===== config.mk =====
export PLATFORM = sky130hd
export DESIGN_NAME = alu_op_driver
export DESIGN_NICKNAME = d
export VERILOG_FILES = /design/src/rtl/alu_op_driver.sv
export SDC_FILE = /design/constraint.sdc
export NUM_CORES = 1
export LEC_CHECK = 0
export ABC_AREA = 1
export ABC_CLOCK_PERIOD_IN_PS = 1770
export CORE_MARGIN = 2
export CORE_UTILIZATION = 60
export DETAILED_ROUTE_END_ITERATION = 8
export DONT_BUFFER_PORTS = 1
export GPL_ROUTABILITY_DRIVEN = 0
export PLACE_DENSITY = 0.86
export SLEW_MARGIN = 20
export SYNTH_ARGS = -nofsm -noshare
export SYNTH_HDL_FRONTEND = slang
export SYNTH_SLANG_ARGS = --single-unit

===== constraint.sdc =====
create_clock -name clk -period 1.77 [get_ports clk]
set_input_delay 0.2655 -clock clk [delete_from_list [all_inputs] [get_ports clk]]
set_output_delay 0.2655 -clock clk [all_outputs]
set_load 0.1 [all_outputs]

===== src/rtl/alu_op_driver.sv =====
// ALU operand/control driver: accepts a decode request, drives a combinational ALU, returns a registered response.
// Optional build macro ALU_UNSIGNED_OPS_EN enables the unsigned ADDU/SUBU funct decodes.
module alu_op_driver (
  input  logic        clk,
  input  logic        reset,
  input  logic        req_valid,
  output logic        req_ready,
  input  logic [1:0]  alu_op,
  input  logic [5:0]  funct,
  input  logic [31:0] src_a,
  input  logic [31:0] src_b,
  output logic [31:0] alu_a,
  output logic [31:0] alu_b,
  output logic [3:0]  alu_ctrl,
  input  logic [31:0] alu_out,
  input  logic        alu_zero,
  input  logic        alu_overflow,
  output logic        rsp_valid,
  input  logic        rsp_ready,
  output logic [31:0] rsp_result,
  output logic        rsp_zero,
  output logic        rsp_overflow,
  output logic        rsp_illegal
);

  localparam int unsigned DW = 32;
  localparam int unsigned CW = 4;

  localparam logic [CW-1:0] CTRL_AND = 4'b0000;
  localparam logic [CW-1:0] CTRL_OR  = 4'b0001;
  localparam logic [CW-1:0] CTRL_ADD = 4'b0010;
  localparam logic [CW-1:0] CTRL_SUB = 4'b0110;
  localparam logic [CW-1:0] CTRL_SLT = 4'b0111;
  localparam logic [CW-1:0] CTRL_NOR = 4'b1100;

  typedef enum logic [1:0] {
    IDLE = 2'd0,
    EXEC = 2'd1,
    RESP = 2'd2
  } state_e;

  state_e          state_q, state_d;
  logic [DW-1:0]   alu_a_q, alu_a_d;
  logic [DW-1:0]   alu_b_q, alu_b_d;
  logic [CW-1:0]   alu_ctrl_q, alu_ctrl_d;
  logic            ovf_en_q, ovf_en_d;
  logic            req_ready_q, req_ready_d;
  logic            rsp_valid_q, rsp_valid_d;
  logic [DW-1:0]   rsp_result_q, rsp_result_d;
  logic            rsp_zero_q, rsp_zero_d;
  logic            rsp_overflow_q, rsp_overflow_d;
  logic            rsp_illegal_q, rsp_illegal_d;

  logic [CW-1:0]   dec_ctrl_c;
  logic            dec_illegal_c;
  logic            dec_ovf_en_c;
  logic            accept_c;

  // ALUOp/funct decode; overflow is only meaningful for signed ADD/SUB
  always_comb begin
    dec_ctrl_c    = CTRL_AND;
    dec_illegal_c = 1'b0;
    dec_ovf_en_c  = 1'b0;
    case (alu_op)
      2'b00: begin dec_ctrl_c = CTRL_ADD; dec_ovf_en_c = 1'b1; end
      2'b01: begin dec_ctrl_c = CTRL_SUB; dec_ovf_en_c = 1'b1; end
      2'b10: begin
        case (funct)
          6'b100000: begin dec_ctrl_c = CTRL_ADD; dec_ovf_en_c = 1'b1; end
          6'b100010: begin dec_ctrl_c = CTRL_SUB; dec_ovf_en_c = 1'b1; end
          6'b100100: dec_ctrl_c = CTRL_AND;
          6'b100101: dec_ctrl_c = CTRL_OR;
          6'b101010: dec_ctrl_c = CTRL_SLT;
          6'b100111: dec_ctrl_c = CTRL_NOR;
`ifdef ALU_UNSIGNED_OPS_EN
          6'b100001: dec_ctrl_c = CTRL_ADD;
          6'b100011: dec_ctrl_c = CTRL_SUB;
`endif
          default:   dec_illegal_c = 1'b1;
        endcase
      end
      default: dec_illegal_c = 1'b1;
    endcase
  end

  assign accept_c = (state_q == IDLE) && req_valid;

  // Next-state logic
  always_comb begin
    state_d = state_q;
    case (state_q)
      IDLE: if (req_valid) state_d = dec_illegal_c ? RESP : EXEC;
      EXEC: state_d = RESP;
      RESP: if (rsp_ready) state_d = IDLE;
      default: state_d = IDLE;
    endcase
  end

  // Output/datapath logic; everything holds unless explicitly loaded
  always_comb begin
    alu_a_d        = alu_a_q;
    alu_b_d        = alu_b_q;
    alu_ctrl_d     = alu_ctrl_q;
    ovf_en_d       = ovf_en_q;
    rsp_result_d   = rsp_result_q;
    rsp_zero_d     = rsp_zero_q;
    rsp_overflow_d = rsp_overflow_q;
    rsp_illegal_d  = rsp_illegal_q;
    req_ready_d    = (state_d == IDLE);
    rsp_valid_d    = (state_d == RESP);

    if (accept_c) begin
      if (dec_illegal_c) begin
        rsp_result_d   = '0;
        rsp_zero_d     = 1'b0;
        rsp_overflow_d = 1'b0;
        rsp_illegal_d  = 1'b1;
      end else begin
        alu_a_d    = src_a;
        alu_b_d    = src_b;
        alu_ctrl_d = dec_ctrl_c;
        ovf_en_d   = dec_ovf_en_c;
      end
    end

    if (state_q == EXEC) begin
      rsp_result_d   = alu_out;
      rsp_zero_d     = alu_zero;
      rsp_overflow_d = alu_overflow & ovf_en_q;
      rsp_illegal_d  = 1'b0;
    end
  end

  // State and output registers
  always_ff @(posedge clk) begin
    if (reset) begin
      state_q        <= IDLE;
      alu_a_q        <= '0;
      alu_b_q        <= '0;
      alu_ctrl_q     <= '0;
      ovf_en_q       <= 1'b0;
      req_ready_q    <= 1'b1;
      rsp_valid_q    <= 1'b0;
      rsp_result_q   <= '0;
      rsp_zero_q     <= 1'b0;
      rsp_overflow_q <= 1'b0;
      rsp_illegal_q  <= 1'b0;
    end else begin
      state_q        <= state_d;
      alu_a_q        <= alu_a_d;
      alu_b_q        <= alu_b_d;
      alu_ctrl_q     <= alu_ctrl_d;
      ovf_en_q       <= ovf_en_d;
      req_ready_q    <= req_ready_d;
      rsp_valid_q    <= rsp_valid_d;
      rsp_result_q   <= rsp_result_d;
      rsp_zero_q     <= rsp_zero_d;
      rsp_overflow_q <= rsp_overflow_d;
      rsp_illegal_q  <= rsp_illegal_d;
    end
  end

  assign req_ready    = req_ready_q;
  assign rsp_valid    = rsp_valid_q;
  assign alu_a        = alu_a_q;
  assign alu_b        = alu_b_q;
  assign alu_ctrl     = alu_ctrl_q;
  assign rsp_result   = rsp_result_q;
  assign rsp_zero     = rsp_zero_q;
  assign rsp_overflow = rsp_overflow_q;
  assign rsp_illegal  = rsp_illegal_q;

endmodule


## After elaboration in Yosys (flattened, before gate mapping)

Index checks and enable logic that the tools add are counted.

| operators by class | value |
|---|---|
| eq/ne operators | 11 |
| mux-type cells | 17 |
| bitwise logic cells | 2 |
| reduce and logical (&&, ||, !) cells | 13 |

Operators with widths:

| cell | number |
|---|---|
| 32-bit two-way mux | 3 |
| 6-bit == test (second input constant) | 6 |
| 4-bit one-hot mux with 5 select lines | 1 |
| 4-bit one-hot mux with 3 select lines | 1 |
| 2-bit == test (second input constant) | 3 |
| 2-bit zero test | 3 |
| 1-bit two-way mux | 6 |
| 2-bit two-way mux | 3 |
| 2-bit one-hot mux with 3 select lines | 1 |
| 2-bit AND reduction | 3 |
| 2-bit OR reduction | 3 |
| 6-bit OR reduction | 1 |
| 2-bit by 1-bit == test with 1-bit output (second input constant) | 2 |
| 1-bit one-hot mux with 2 select lines | 2 |
| 2-bit nonzero test | 2 |
| 1-bit bitwise AND | 1 |
| 1-bit logical AND | 1 |
| 1-bit NOT | 1 |

| storage, ports and cells | value |
|---|---|
| register bits after elaboration | 108 |
| output and inout bits | 105 |

## Logic depth before layout (Yosys ltp)

| logic depth | value |
|---|---|
| depth after elaboration | 8 |
| mapped depth | 12 |
| depth with buffers taken out | 10 |

## Least setup slack after synthesis

No wires, ideal clock.

| path | value |
|---|---|
| path type | input-to-reg |
| start | input port funct[5] |
| end | register alu_a_q[31] (netlist: alu_a[31]) |
| library setup time | 0.117 ns |
| data arrival time | 1.248 ns |
| data required time | 1.653 ns |
| slack | 0.405 ns |
| stages on the path | 11 |
| cell sequence | inv_2 > nor2_4 > nand3_1 > nor2_2 > nor2_2 > nand2_4 > nand2_8 > buf_6 > buf_6 > o21ai_1 > nor2_1 |

| between the ends | value |
|---|---|
| cells in the longest elaborated chain, start to end | 6 |

RTL lines:

| what | RTL line | source |
|---|---|---|
| start: declaration | 9 | `input logic [5:0] funct,` |
| 6-bit == test | 68 | `case (funct)` |
| 6-bit OR reduction (no line) (*) | n/a |  |
| 1-bit two-way mux (*) | 68 |  |
| 1-bit one-hot mux with 2 select lines (*) | 64 | `case (alu_op)` |
| 1-bit NOT (no line) (*) | n/a |  |
| 2-bit AND reduction (no line) (*) | n/a |  |
| end signal: assignment | 150 | `alu_a_q <= alu_a_d;` |
| end: declaration | 43 | `logic [DW-1:0] alu_a_q, alu_a_d;` |

Mark *: on every way between the ends. The rest lies on a longest branch, timed or not.
A chain may end at the register's enable or synchronous reset.

## Worst setup path in the final report

| path | value |
|---|---|
| start | register state_q[0] |
| end | register alu_a_q[10] (netlist: alu_a[10]) |

| between the ends | value |
|---|---|
| cells in the longest elaborated chain, start to end | 3 |

RTL lines:

| what | RTL line | source |
|---|---|---|
| start: declaration | 42 | `state_e state_q, state_d;` |
| start signal: assignment | 149 | `state_q <= state_d;` |
| 2-bit zero test | 86 | `assign accept_c = (state_q == IDLE) && req_valid;` |
| 1-bit logical AND | 86 |  |
| 2-bit AND reduction (no line) | n/a |  |

No other way between the ends.

==> flow_summary.json <==
{
  "cts_buffer_depth": 2,
  "vias_per_cell": 5.52,
  "synth_compound_area_share_pct": 13.5,
  "crit_fanout": 25,
  "numClockSinks": 108,
  "antenna_cells": 0,
  "combPwrFrac_pct": 31.1,
  "place_inst": 660,
  "fin_cells": 677,
  "power_density_nw_per_um2": 1180,
  "grt_pass1_wl_mm": 16.4,
  "clock_skew_ps": 13.4,
  "setup_viol": 0,
  "rsz0062_at_grt": "false",
  "grt_max_degree": 45,
  "start_kind": "register",
  "yosys_warnings": 0,
  "r2r-start": "state_q[0]",
  "syn_area_per_cell_sq_um": 8.08,
  "hold_path.class": "in -> reg",
  "r2r_cells": 8,
  "synth_mux_area_share_pct": 0,
  "run_status": "completed",
  "grt-ovfl-total": 0,
  "synth_seq_cells": 108,
  "irDropWorstVdd_mv": 0.840,
  "worst_setup_path_end_kind": "register",
  "drv_cap": 0,
  "max_stage_delay_ps": 320,
  "synth_nets": 612,
  "synth_xor_area_share_pct": 0,
  "post-route-drc-count": 0,
  "synth_top_family_by_area": "simple AND/OR/NAND/NOR gates",
  "crit_type": "reg -> reg",
  "routedWlPerCell_microns": 15.6,
  "grt.total_usage_pct": 27.9,
  "via_count": 3738,
  "numPortBuffers": 0,
  "syn_inst": 502,
  "cp.required_ps": 2070,
  "p_leak_nw": 2.15,
  "ys_seq_area_share_pct": 53.3,
  "cp_cell_sequence": "inv_2 -> nand2_1 -> nor2_4 -> nand2_8 -> inv_6 -> buf_12 -> nor2_1 -> nor2_1",
  "slew-limit-headroom_pct": 75.5,
  "cts_root_buf": "clkbuf_8",
  "synth_area_sq_um": 4060,
  "cts_made_buffers": 9,
  "drive_gt1_share_pct": 27.8,
  "cts_setup_buffers": 0,
  "setup_tns_ps": 0,
  "fp.dieW_microns": 86.2,
  "yosys.area_share.adder_pct": 0,
  "n_fill_cell": 426,
  "drt-total-wl_mm": 10.6,
  "h-tree-depth": 3,
  "first_iter_violations": 132,
  "p_int_w": 0.00361,
  "clkPwrFrac_pct": 24.7,
  "finalCriticalPeriod_ps": 1460,
  "p_seq_share_pct": 44.2,
  "ys_types": 25,
  "hold_viol_final": 0,
  "cp_slowest_cell": "dfxtp_1",
  "sw_frac_of_total_pct": 39.6,
  "antenna_found_initial": 0,
  "cts_tree": "built",
  "syn_to_final_growth_pct": 24.5,
  "reg2reg_setup_slack_ps": 310,
  "path_clk_slew_ps": 100,
  "multi_input_area_sq_um": 1620,
  "grt_pass1_vias": 3591,
  "worstMarginPinSlew_ps": 368,
  "r2r-end": "alu_a[10]",
  "endpoint": "alu_a[10]",
  "die_h_microns": 86.2,
  "dr.pass1.iters": 4,
  "start_util_pct": 62.8,
  "synth-simple-area-share_pct": 26.3,
  "min_period_over_period_pct": 82.3,
  "critPathArrivalTime_ps": 1760,
  "fmax_ghz": 0.687,
  "die_area_sq_um": 7430,
  "coreArea_sq_um": 6460,
  "nets": 705,
  "drtAntennaViolNets": 0,
  "cp_common_cell": "nor2_1",
  "crit_start": "state_q[0]",
  "fp-row-count": 29,
  "maxSlewViolCount": 0,
  "regArea_sq_um": 2160,
  "clock_latency_ps": 370,
  "dp_hpwl_mm": 7.60,
  "p_sw_w": 0.00237,
  "ios": 215
}
worst max-delay path, delay by kind of cell (launching register included):
kind                   cells  cell delay, ps
buffers and inverters      3             460
DFF                        1             320
and+or+nand+nor            5             590
cell families (layout without fill, tap and decap cells):
family | after synthesis | after routing
compound gates | 107 | 107
buf+inv | 47 | 145
flops | 108 | 108
simple gates | 240 | 240
synthesized netlist by cell type:
library cell  instances  share of area [%]
nor2_4                2               0.56
buf_1                 1              0.092
nand2_1              46                4.3
a21oi_1              37                4.6
o2111ai_2             1               0.37
buf_4                 1               0.19
o21ai_1              20                2.5
buf_2                11                1.4
buf_6                 5                1.4
nand2_8               1               0.49
inv_6                 1               0.22
o21ai_0              47                5.8
nand4_1               2               0.31
inv_2                 4               0.37
nor2_1              120                 11
nor2_2               24                3.7
nand2_4               1               0.28
buf_12                2               0.99
clkbuf_1             15                1.4
dfxtp_1             108                 53
a31oi_1               2               0.31
nand3b_1              2               0.37
inv_1                 6               0.56
nand3_1              42                5.2
buf_8                 1               0.37
registers in the layout, indices dropped and copies added (netlist names), 2 cells and up:
register and count:
alu_ctrl 4, alu_b 32, alu_a 32, rsp_result 32
state_q 2
placed cells by master (no fill, tap or decap), drive strengths merged:
| master | n |
|---|---|
| inv | 12 |
| nand2 | 48 |
| nor2 | 146 |
| o2111ai | 1 |
| bufinv | 1 |
| buf | 118 |
| clkbuf | 11 |
| clkinv | 2 |
| clkinvlp | 1 |
| nand4 | 2 |
| nand3b | 2 |
| a31oi | 2 |
| dfxtp | 108 |
| nand3 | 42 |
| a21oi | 37 |
| o21ai | 67 |
cell type report:
cell class | instances | area share [%]
multi-input combinational | 347 | 32.0
inverter | 11 | 0.917
clock buffer | 11 | 2.60
tap | 77 | 1.91
timing repair buffer | 118 | 18.5
clock inverter | 5 | 1.19
sequential | 108 | 42.8
metrics by stage:
stage                     util [%]  hold WS, ps  total power [W]  cell area (sq um)  setup slack [ps]
after global placement        74.9          340          0.00449               4840               255
after detailed placement      74.9          340          0.00453               4840               144
final                         78.1         30.4          0.00597               5050               314
after global routing          78.1         19.9          0.00617               5050               172
after CTS                     78.1         20.4          0.00599               5050               314
after floorplan                  -          411          0.00422               4060               405
layer usage:
metal | GRT usage [%] | up-vias | part of all wire (%)
li1 | - | 1819 | -
met1 | 29.3 | 1702 | 37
met2 | 50.2 | 189 | 53
met3 | 8.00 | 28 | 7.7
met4 | 15.1 | 0 | 2.8
met5 | 0 | - | 0
how the worst min path moves through the flow:
| stage | start | endpoint | cells past startpoint |
|---|---|---|---|
| 3_5_place_dp | reset | rsp_result[9] | 1 |
| 6_report | alu_out[18] | rsp_result[18] | 2 |
| 5_1_grt | alu_out[18] | rsp_result[18] | 2 |
| 4_1_cts | alu_out[18] | rsp_result[18] | 2 |
| 3_3_place_gp | reset | state_q[1] | 1 |
| 2_1_floorplan | src_a[31] | alu_a[31] | 2 |
what timing repair did:
item,4_1_cts,5_1_grt
endpoints found under the hold margin,38,0
resized for setup,0,0
hold buffers,1,0
power groups by stage:
| stage | clock (W) | sequential, W | combinational [W] |
|---|---|---|---|
| after global placement | 0 | 0.00269 | 0.00180 |
| after detailed placement | 0 | 0.00269 | 0.00184 |
| after global routing | 0.00158 | 0.00265 | 0.00194 |
| after CTS | 0.00149 | 0.00264 | 0.00186 |
| final | 0.00148 | 0.00264 | 0.00186 |
| after floorplan | 0 | 0.00381 | 0.000408 |
No activity file was read; power rests on OpenSTA's default activity.
